--- src/rtl/tbird_pkg.sv ---
// Shared definitions for the Thunderbird tail-light sequencer: state names,
// lamp patterns and the state-to-lamp decode.
package tbird_pkg;

  localparam int LAMP_W = 6;

  typedef enum logic [2:0] {
    ST_IDLE = 3'd0,
    ST_L1   = 3'd1,
    ST_L2   = 3'd2,
    ST_L3   = 3'd3,
    ST_R1   = 3'd4,
    ST_R2   = 3'd5,
    ST_R3   = 3'd6,
    ST_LR3  = 3'd7
  } state_e;

  // Bit order is {LC,LB,LA,RA,RB,RC}; lamps light outward from the centre.
  localparam logic [LAMP_W-1:0] LAMPS_IDLE = 6'b000000;
  localparam logic [LAMP_W-1:0] LAMPS_L1   = 6'b001000;
  localparam logic [LAMP_W-1:0] LAMPS_L2   = 6'b011000;
  localparam logic [LAMP_W-1:0] LAMPS_L3   = 6'b111000;
  localparam logic [LAMP_W-1:0] LAMPS_R1   = 6'b000100;
  localparam logic [LAMP_W-1:0] LAMPS_R2   = 6'b000110;
  localparam logic [LAMP_W-1:0] LAMPS_R3   = 6'b000111;
  localparam logic [LAMP_W-1:0] LAMPS_LR3  = 6'b111111;

  function automatic logic [LAMP_W-1:0] lamps_of(input state_e s);
    logic [LAMP_W-1:0] l;
    l = LAMPS_IDLE;
    case (s)
      ST_L1:   l = LAMPS_L1;
      ST_L2:   l = LAMPS_L2;
      ST_L3:   l = LAMPS_L3;
      ST_R1:   l = LAMPS_R1;
      ST_R2:   l = LAMPS_R2;
      ST_R3:   l = LAMPS_R3;
      ST_LR3:  l = LAMPS_LR3;
      default: l = LAMPS_IDLE;
    endcase
    return l;
  endfunction

endpackage

--- src/rtl/sync_ff.sv ---
// Multi-flop synchroniser for one asynchronous level input; clears to 0 on reset.
module sync_ff #(
  parameter int STAGES = 2
) (
  input  logic clk,
  input  logic rst,
  input  logic d_i,
  output logic q_o
);

  logic [STAGES-1:0] sync_q;

  always_ff @(posedge clk) begin
    if (rst) begin
      sync_q <= '0;
    end else begin
      sync_q <= {sync_q[STAGES-2:0], d_i};
    end
  end

  assign q_o = sync_q[STAGES-1];

endmodule

--- src/rtl/tbird_taillight_fsm.sv ---
// Thunderbird tail-light sequencer: synchronised switches drive an 8-state
// Moore FSM that steps once per divider tick; lamps and busy are registered.
module tbird_taillight_fsm
  import tbird_pkg::*;
#(
  parameter int SYNC_STAGES = 2
) (
  input  logic              clk,
  input  logic              rst,
  input  logic              tick,
  input  logic              left,
  input  logic              right,
  input  logic              hazard,
  output logic [LAMP_W-1:0] lamps,
  output logic              busy
);

  logic l_s, r_s, h_s;

  sync_ff #(.STAGES(SYNC_STAGES)) u_sync_left (
    .clk (clk), .rst (rst), .d_i (left),   .q_o (l_s)
  );
  sync_ff #(.STAGES(SYNC_STAGES)) u_sync_right (
    .clk (clk), .rst (rst), .d_i (right),  .q_o (r_s)
  );
  sync_ff #(.STAGES(SYNC_STAGES)) u_sync_hazard (
    .clk (clk), .rst (rst), .d_i (hazard), .q_o (h_s)
  );

  state_e            state_q, state_d;
  logic [LAMP_W-1:0] lamps_q;
  logic              busy_q;

  // A started turn sequence ignores left/right changes; only hazard can cut it short.
  always_comb begin
    state_d = ST_IDLE;
    case (state_q)
      ST_IDLE: begin
        if (h_s || (l_s && r_s)) state_d = ST_LR3;
        else if (l_s)            state_d = ST_L1;
        else if (r_s)            state_d = ST_R1;
        else                     state_d = ST_IDLE;
      end
      ST_L1:   state_d = h_s ? ST_LR3 : ST_L2;
      ST_L2:   state_d = h_s ? ST_LR3 : ST_L3;
      ST_R1:   state_d = h_s ? ST_LR3 : ST_R2;
      ST_R2:   state_d = h_s ? ST_LR3 : ST_R3;
      default: state_d = ST_IDLE;
    endcase
  end

  // Outputs decode the next state so they change on the same edge as the state.
  always_ff @(posedge clk) begin
    if (rst) begin
      state_q <= ST_IDLE;
      lamps_q <= LAMPS_IDLE;
      busy_q  <= 1'b0;
    end else if (tick) begin
      state_q <= state_d;
      lamps_q <= lamps_of(state_d);
      busy_q  <= (state_d != ST_IDLE);
    end
  end

  assign lamps = lamps_q;
  assign busy  = busy_q;

endmodule
--- config.mk ---
export PLATFORM = sky130hd
export DESIGN_NAME = tbird_taillight_fsm
export DESIGN_NICKNAME = d
export VERILOG_FILES = /design/src/rtl/tbird_pkg.sv /design/src/rtl/sync_ff.sv /design/src/rtl/tbird_taillight_fsm.sv
export SDC_FILE = /design/constraint.sdc
export NUM_CORES = 1
export LEC_CHECK = 0
export CORE_AREA = 2 2 43 53
export DETAILED_ROUTE_END_ITERATION = 7
export DIE_AREA = 0 0 45 55
export HOLD_SLACK_MARGIN = 0.03
export PLACE_DENSITY = 0.53
export SYNTH_ARGS = -nofsm -noshare
export SYNTH_HDL_FRONTEND = slang
export SYNTH_SLANG_ARGS = --single-unit
--- constraint.sdc ---
create_clock -name clk -period 1.59 [get_ports clk]
set_input_delay 0.159 -clock clk [delete_from_list [all_inputs] [get_ports clk]]
set_output_delay 0.159 -clock clk [all_outputs]
set_load 0.02 [all_outputs]
* After elaboration in Yosys (flattened, before gate mapping)
Cells that the tools add are included.
W data, S select, Z words.
** Cells by class
- Add/subtract/negate cells :: 0
- $mul :: 0
- Divide/modulo/power cells :: 0
- Order comparisons :: 0
- Equality and inequality tests :: 11
- Shifts and indexed selects :: 0
- Muxes and demuxes :: 9
- Bitwise gates (word level) :: 0
- Reduce and logical (&&, ||, !) cells :: 4
** Operator list (count)
- $pmux W6 S7 :: 1
- $eq A3 B3 Y1 const B :: 6
- $mux W3 :: 5
- $pmux W3 S5 :: 1
- $eq A3 B2 Y1 const B :: 3
- $eq A3 B1 Y1 const B :: 2
- $logic_not A3 Y1 :: 1
- $reduce_bool A3 Y1 :: 1
- $mux W2 :: 1
- $logic_and A1 B1 Y1 :: 1
- $logic_or A1 B1 Y1 :: 1
- $mux W1 :: 1
** Word-level totals
- Register bits :: 16
- Bits in latches :: 0
- Bits in writable memories :: 0
- ROM bits :: 0
- Input port bits :: 6
- Output and inout port bits :: 7
- Logic and storage cells :: 30
- Memories :: 0

* Depth between registers and ports, before layout
Gate-level depths: netlist of run 1.
- Depth after elaboration :: 6
- Gate-level depth with buffers :: 6

* Modules after synthesis
From an unflattened synthesis of run 1, not the netlist that was laid out.
** Second synthesis, totals
- Cells, all modules :: 67
- Area total of the unflattened synthesis :: 603.1 µm²
** Modules (own cells, without submodules)
- tbird_taillight_fsm :: times used 1, cells an instance 55, area an instance 445.4 µm², seq. area each 180.2 µm²
- sync_ff :: times used 3, cells an instance 4, area an instance 52.6 µm², seq. area each 40.0 µm²

* Worst setup path after synthesis of run 1
Ideal clock, no wire load.
- Path type :: flip-flop to flip-flop
- Start point :: reg state_q[1]
- End point :: reg lamps_q[3], in the netlist lamps[3]
- Setup time :: 0.088 ns
- Data arrival time :: 1.129 ns
- Data required time :: 1.502 ns
- Path slack :: 0.373 ns
- Stages on the path, launching flop included :: 6
- Period minus slack after synthesis :: 1.217 ns
- Path through :: dfxtp_1 buf_6 a21oi_1 o32ai_2 o21ai_1 a311oi_2
** On the way
- Longest elaborated chain between the ends :: 4
- Elaborated cells between the ends (all ways) :: 14
- Classes of those cells :: eq/ne: 11; mux: 2; reduce/logical: 1
** RTL lines
- start: declaration :: RTL line tbird_taillight_fsm.sv:30 : state_e state_q, state_d;
- start signal: assignment :: RTL line tbird_taillight_fsm.sv:59 : state_q <= state_d;
- $eq A3 B3 Y1, or another cell as far along :: RTL line tbird_taillight_fsm.sv:37 : case (state_q)
- $pmux W3 S5 (*) :: RTL line tbird_taillight_fsm.sv:37
- $eq A3 B3 Y1, or another cell as far along :: RTL line tbird_pkg.sv:31 : case (s)
- $pmux W6 S7 (*) :: RTL line tbird_pkg.sv:31
- end signal: assignment :: RTL line tbird_taillight_fsm.sv:60 : lamps_q <= lamps_of(state_d);
- end: declaration :: RTL line tbird_taillight_fsm.sv:31 : logic [LAMP_W-1:0] lamps_q;
Mark *: on every way between the ends. The rest lies on a longest branch, timed or not.
A chain may end at the register's enable or synchronous reset.

* Final worst setup path of run 1
- Start point :: reg lamps_q[2], in the netlist lamps[2]
- End point :: out lamps[2]
** RTL lines
- end: declaration :: RTL line tbird_taillight_fsm.sv:14 : output logic [LAMP_W-1:0] lamps,
No word-level cell between the ends.

==> results of run 1 <==
## final timing paths
path,start,endpoint,slack [ps]
worst max-delay path,lamps[2]$_SDFFE_PP0P_,lamps[2],100
worst min-delay path,right,u_sync_right.sync_q[0]$_SDFF_PP0_,430
worst max register to register,state_q[1]$_SDFFE_PP0P_,lamps[3]$_SDFFE_PP0P_,150
worst min register to register,u_sync_left.sync_q[0]$_SDFF_PP0_,u_sync_left.sync_q[1]$_SDFF_PP0_,440
## placed cells by master, fill, tap and decap left out
| master | instances |
|---|---|
| dfxtp_2 | 1 |
| o211ai_1 | 1 |
| o21ai_1 | 1 |
| nand2_1 | 1 |
| a211oi_1 | 2 |
| nor3_1 | 2 |
| o22ai_1 | 1 |
| a22o_1 | 1 |
| clkdlybuf4s50_1 | 12 |
| clkbuf_4 | 3 |
| nand2b_1 | 5 |
| nor2b_1 | 6 |
| a22oi_2 | 1 |
| a21oi_1 | 5 |
| nand3_1 | 3 |
| mux2i_1 | 3 |
| nand2_2 | 1 |
| inv_2 | 2 |
| buf_4 | 1 |
| dfxtp_1 | 14 |
| o32ai_2 | 1 |
| nor2_1 | 9 |
| o21ai_0 | 1 |
| a311oi_2 | 1 |
| a21oi_2 | 1 |
| o22a_4 | 1 |
| clkbuf_1 | 1 |
## through the flow
stage	utilization, %	cell area, µm²	hold slack, ps	setup slack (ps)	cells
after CTS	40.3	798	427	92.2	101
after global routing	40.3	798	437	28.9	101
after floorplan	-	649	231	373	69
after detailed placement	38.9	771	425	164	97
final	40.3	798	428	104	101
after global placement	38.9	771	420	224	97
## metal layers
| metal | track usage [%] | up-vias | share of wire [%] |
|---|---|---|---|
| li1 | - | 261 | - |
| met1 | 13.1 | 224 | 50 |
| met2 | 14.8 | 8 | 43 |
| met3 | 1.95 | 5 | 2.6 |
| met4 | 9.80 | 0 | 3.4 |
| met5 | 0 | - | 0 |
## state kept, by name, indices dropped and copies added, names as in the netlist
| signal | flops |
|---|---|
| busy | 1 |
| lamps | 6 |
| state_q | 2 |
| u_sync_hazard.sync_q | 2 |
| u_sync_left.sync_q | 2 |
| u_sync_right.sync_q | 2 |
## power breakdown
| part | internal [mW] | switching (mW) | total (mW) |
|---|---|---|---|
| combinational | 0.0887 | 0.0868 | 0.176 |
| clock | 0.0974 | 0.114 | 0.211 |
| sequential | 0.401 | 0.0274 | 0.429 |
## final cells by class
type	count	area, µm²
clock buffer	4	26.3
fill	207	1180
inverter	2	7.51
multi-input combinational	47	310
sequential	15	302
tap	20	25.0
timing repair buffer	13	128
## cell families (layout without fill, tap and decap cells)
logic type             count (synthesis)  count (layout)  share of synthesized area (%)
AOI/OAI and AO/OA                     17              17                           22.0
and+or+nand+nor                       27              27                           21.2
DFF                                   15              15                           46.2
muxes                                  3               3                           4.62
buffers and inverters                  7              19                           5.97
==> results_tabular.tex, run 1 <==
\begin{tabular}{lr}
\hline
Metric & Value \\
\hline
\multicolumn{2}{l}{\textbf{Placement}} \\
Sum of net half-perimeters after detailed placement & 815 µm \\
Number of I/O port buffers & 12 \\
Routability cong. & roughly 0.74 \\
\multicolumn{2}{l}{\textbf{Clock tree}} \\
Buffers from clock root to sink, at most & 2 \\
CTS tree & done \\
Number of sinks on the clock net & 15 \\
Clock transition at the registers of the reported paths & 80 ps \\
Total number of H-tree levels & 1 \\
Number of buffers inserted by post-CTS setup repair & 0 \\
Total of hold buffers inserted after clock tree synthesis & 0 \\
Later-pin clock latency in the skew report & about 280 ps \\
Clock root buffer master & clkbuf\_4 \\
CTS Buf Count & 3 \\
Number of instances resized during post-cts repair & 1 \\
\multicolumn{2}{l}{\textbf{Floorplanning}} \\
Die X & 45 µm \\
Starting Density & 32.8\% \\
Number of rows created at floorplan & 18 \\
Num ports & 13 \\
Area enclosed by the die boundary & about 2500 µm² \\
Area of the placeable core & 1980 µm² \\
Overall die height & 55 µm \\
\multicolumn{2}{l}{\textbf{Power and ir drop}} \\
PnR Total Power & between 0.8 and 0.9 mW \\
Peak VDD IR & 0.455 mV \\
Power per Cell Area & 1020 nW/µm² \\
Standby leakage power & 0.282 nW \\
\multicolumn{2}{l}{\textbf{Setup path}} \\
Crit path depth & 1 \\
Critical path endpoint category & output port \\
Req. time, crit path & approximately 1400 ps \\
Cell type of the slowest stage on the worst timing path & clkdlybuf4s50\_1 \\
Crit Path Category & flop to output port \\
Worst Setup Start Kind & flop \\
Data arrival time of the worst path & 1330 ps \\
Reg2Reg Depth & 4 \\
Crit path buf inv count & 1 \\
Crit-path cells & clkdlybuf4s50\_1 \\
Largest delay share family, worst path & buffers and inverters \\
Largest fanout on the critical path & 8 \\
Delay of the slowest cell on the worst path & 630 ps \\
\multicolumn{2}{l}{\textbf{Logic synthesis}} \\
Gate count after technology mapping & 69 \\
Most common flop cell mapped by yosys & dfxtp\_1 \\
Total standard cell area after synthesis & 649 µm² \\
Proportion of register bits with asynchronous set or reset after synthesis & 0\% \\
Top cells by area in the synthesized netlist & dfxtp\_1 (46\%), nor2b\_1 (5.8\%), nor2\_1 (5.2\%) \\
Count of different cell masters after synthesis & 27 \\
Yosys synthesis warning count & 0 \\
Largest area contributor in the netlist & dfxtp\_1 \\
Cell with the most instances after synthesis & dfxtp\_1 \\
Share of the synthesized area in the top cell type & a little under half \\
EDFF count, synth & 0 \\
Syn\_area\_per\_cell & 9.41 µm² \\
Net count after synthesis & 75 \\
\#FFs+latches synth & 15 \\
Seq/Total Area, Yosys & 46.2\% \\
Top post-synthesis cells by count & dfxtp\_1 (15), nor2\_1 (9), nor2b\_1 (6), a21oi\_1 (5), nand2b\_1 (5) \\
\multicolumn{2}{l}{\textbf{Timing}} \\
Post-Route Setup TNS & 0 ps \\
Max Slew Vio Count & 0 \\
Slew margin rel. & 64.2\% \\
Worst clock skew & 1.89 ps \\
RSZ-0062 raised after global routing & no \\
Clock period minus final worst setup slack & around 1500 ps \\
Count of endpoints failing setup in the final report & 0 \\
Worst slew pin tran & 536 ps \\
Final Hold Viols & 0 \\
Period Utilization, post-route & between 90 and 100\% \\
FMAX & approximately 670 MHz \\
\multicolumn{2}{l}{\textbf{Drt}} \\
DRC viols & 0 \\
DRT Pass-1 Iters & 4 \\
Post-route ant nets & 0 \\
Post-detailed-route via-to-cell ratio & approximately 4.9 \\
Total Routed Length & 1120 µm \\
DRT iter0 DRCs & 11 \\
Routed wire length per instance & about 11 µm \\
Via Count & between 400 and 500 \\
\multicolumn{2}{l}{\textbf{Global route}} \\
First-pass GRT wire length & 1830 µm \\
Via count of the first global-routing pass & 445 \\
Aggregate global routing overflow & 0 \\
Pin count of the biggest net entering global routing & 17 \\
GRT Overall Usage & 10.5\% \\
Antenna violations before repair & 0 \\
\multicolumn{2}{l}{\textbf{Min path}} \\
Worst hold path stage count & 2 \\
Class of the most critical hold timing path & input port to flop \\
\multicolumn{2}{l}{\textbf{Outcome}} \\
Run status & complete, no violations \\
\multicolumn{2}{l}{\textbf{Final layout}} \\
\# nets final & between 80 and 90 \\
Antenna Diode Count & 0 \\
Share of layout cells above drive strength 1 & 16.0\% \\
Relative area change from synthesis to final layout & 22.9\% \\
\multicolumn{2}{l}{\textbf{Job}} \\
Max cap viols & 0 \\
\hline
\end{tabular}
No activity file was read; power rests on OpenSTA's default activity.
==> inputs of run 2 (changes only) <==
--- a/config.mk
+++ b/config.mk
@@ -5,6 +5,7 @@
 export SDC_FILE = /design/constraint.sdc
 export NUM_CORES = 1
 export LEC_CHECK = 0
+export ABC_CLOCK_PERIOD_IN_PS = 1590
 export CORE_AREA = 2 2 43 53
 export DETAILED_ROUTE_END_ITERATION = 7
 export DIE_AREA = 0 0 45 55
==> results of run 2 <==
The final DEF is identical to that of run 1; final timing and power are the same.
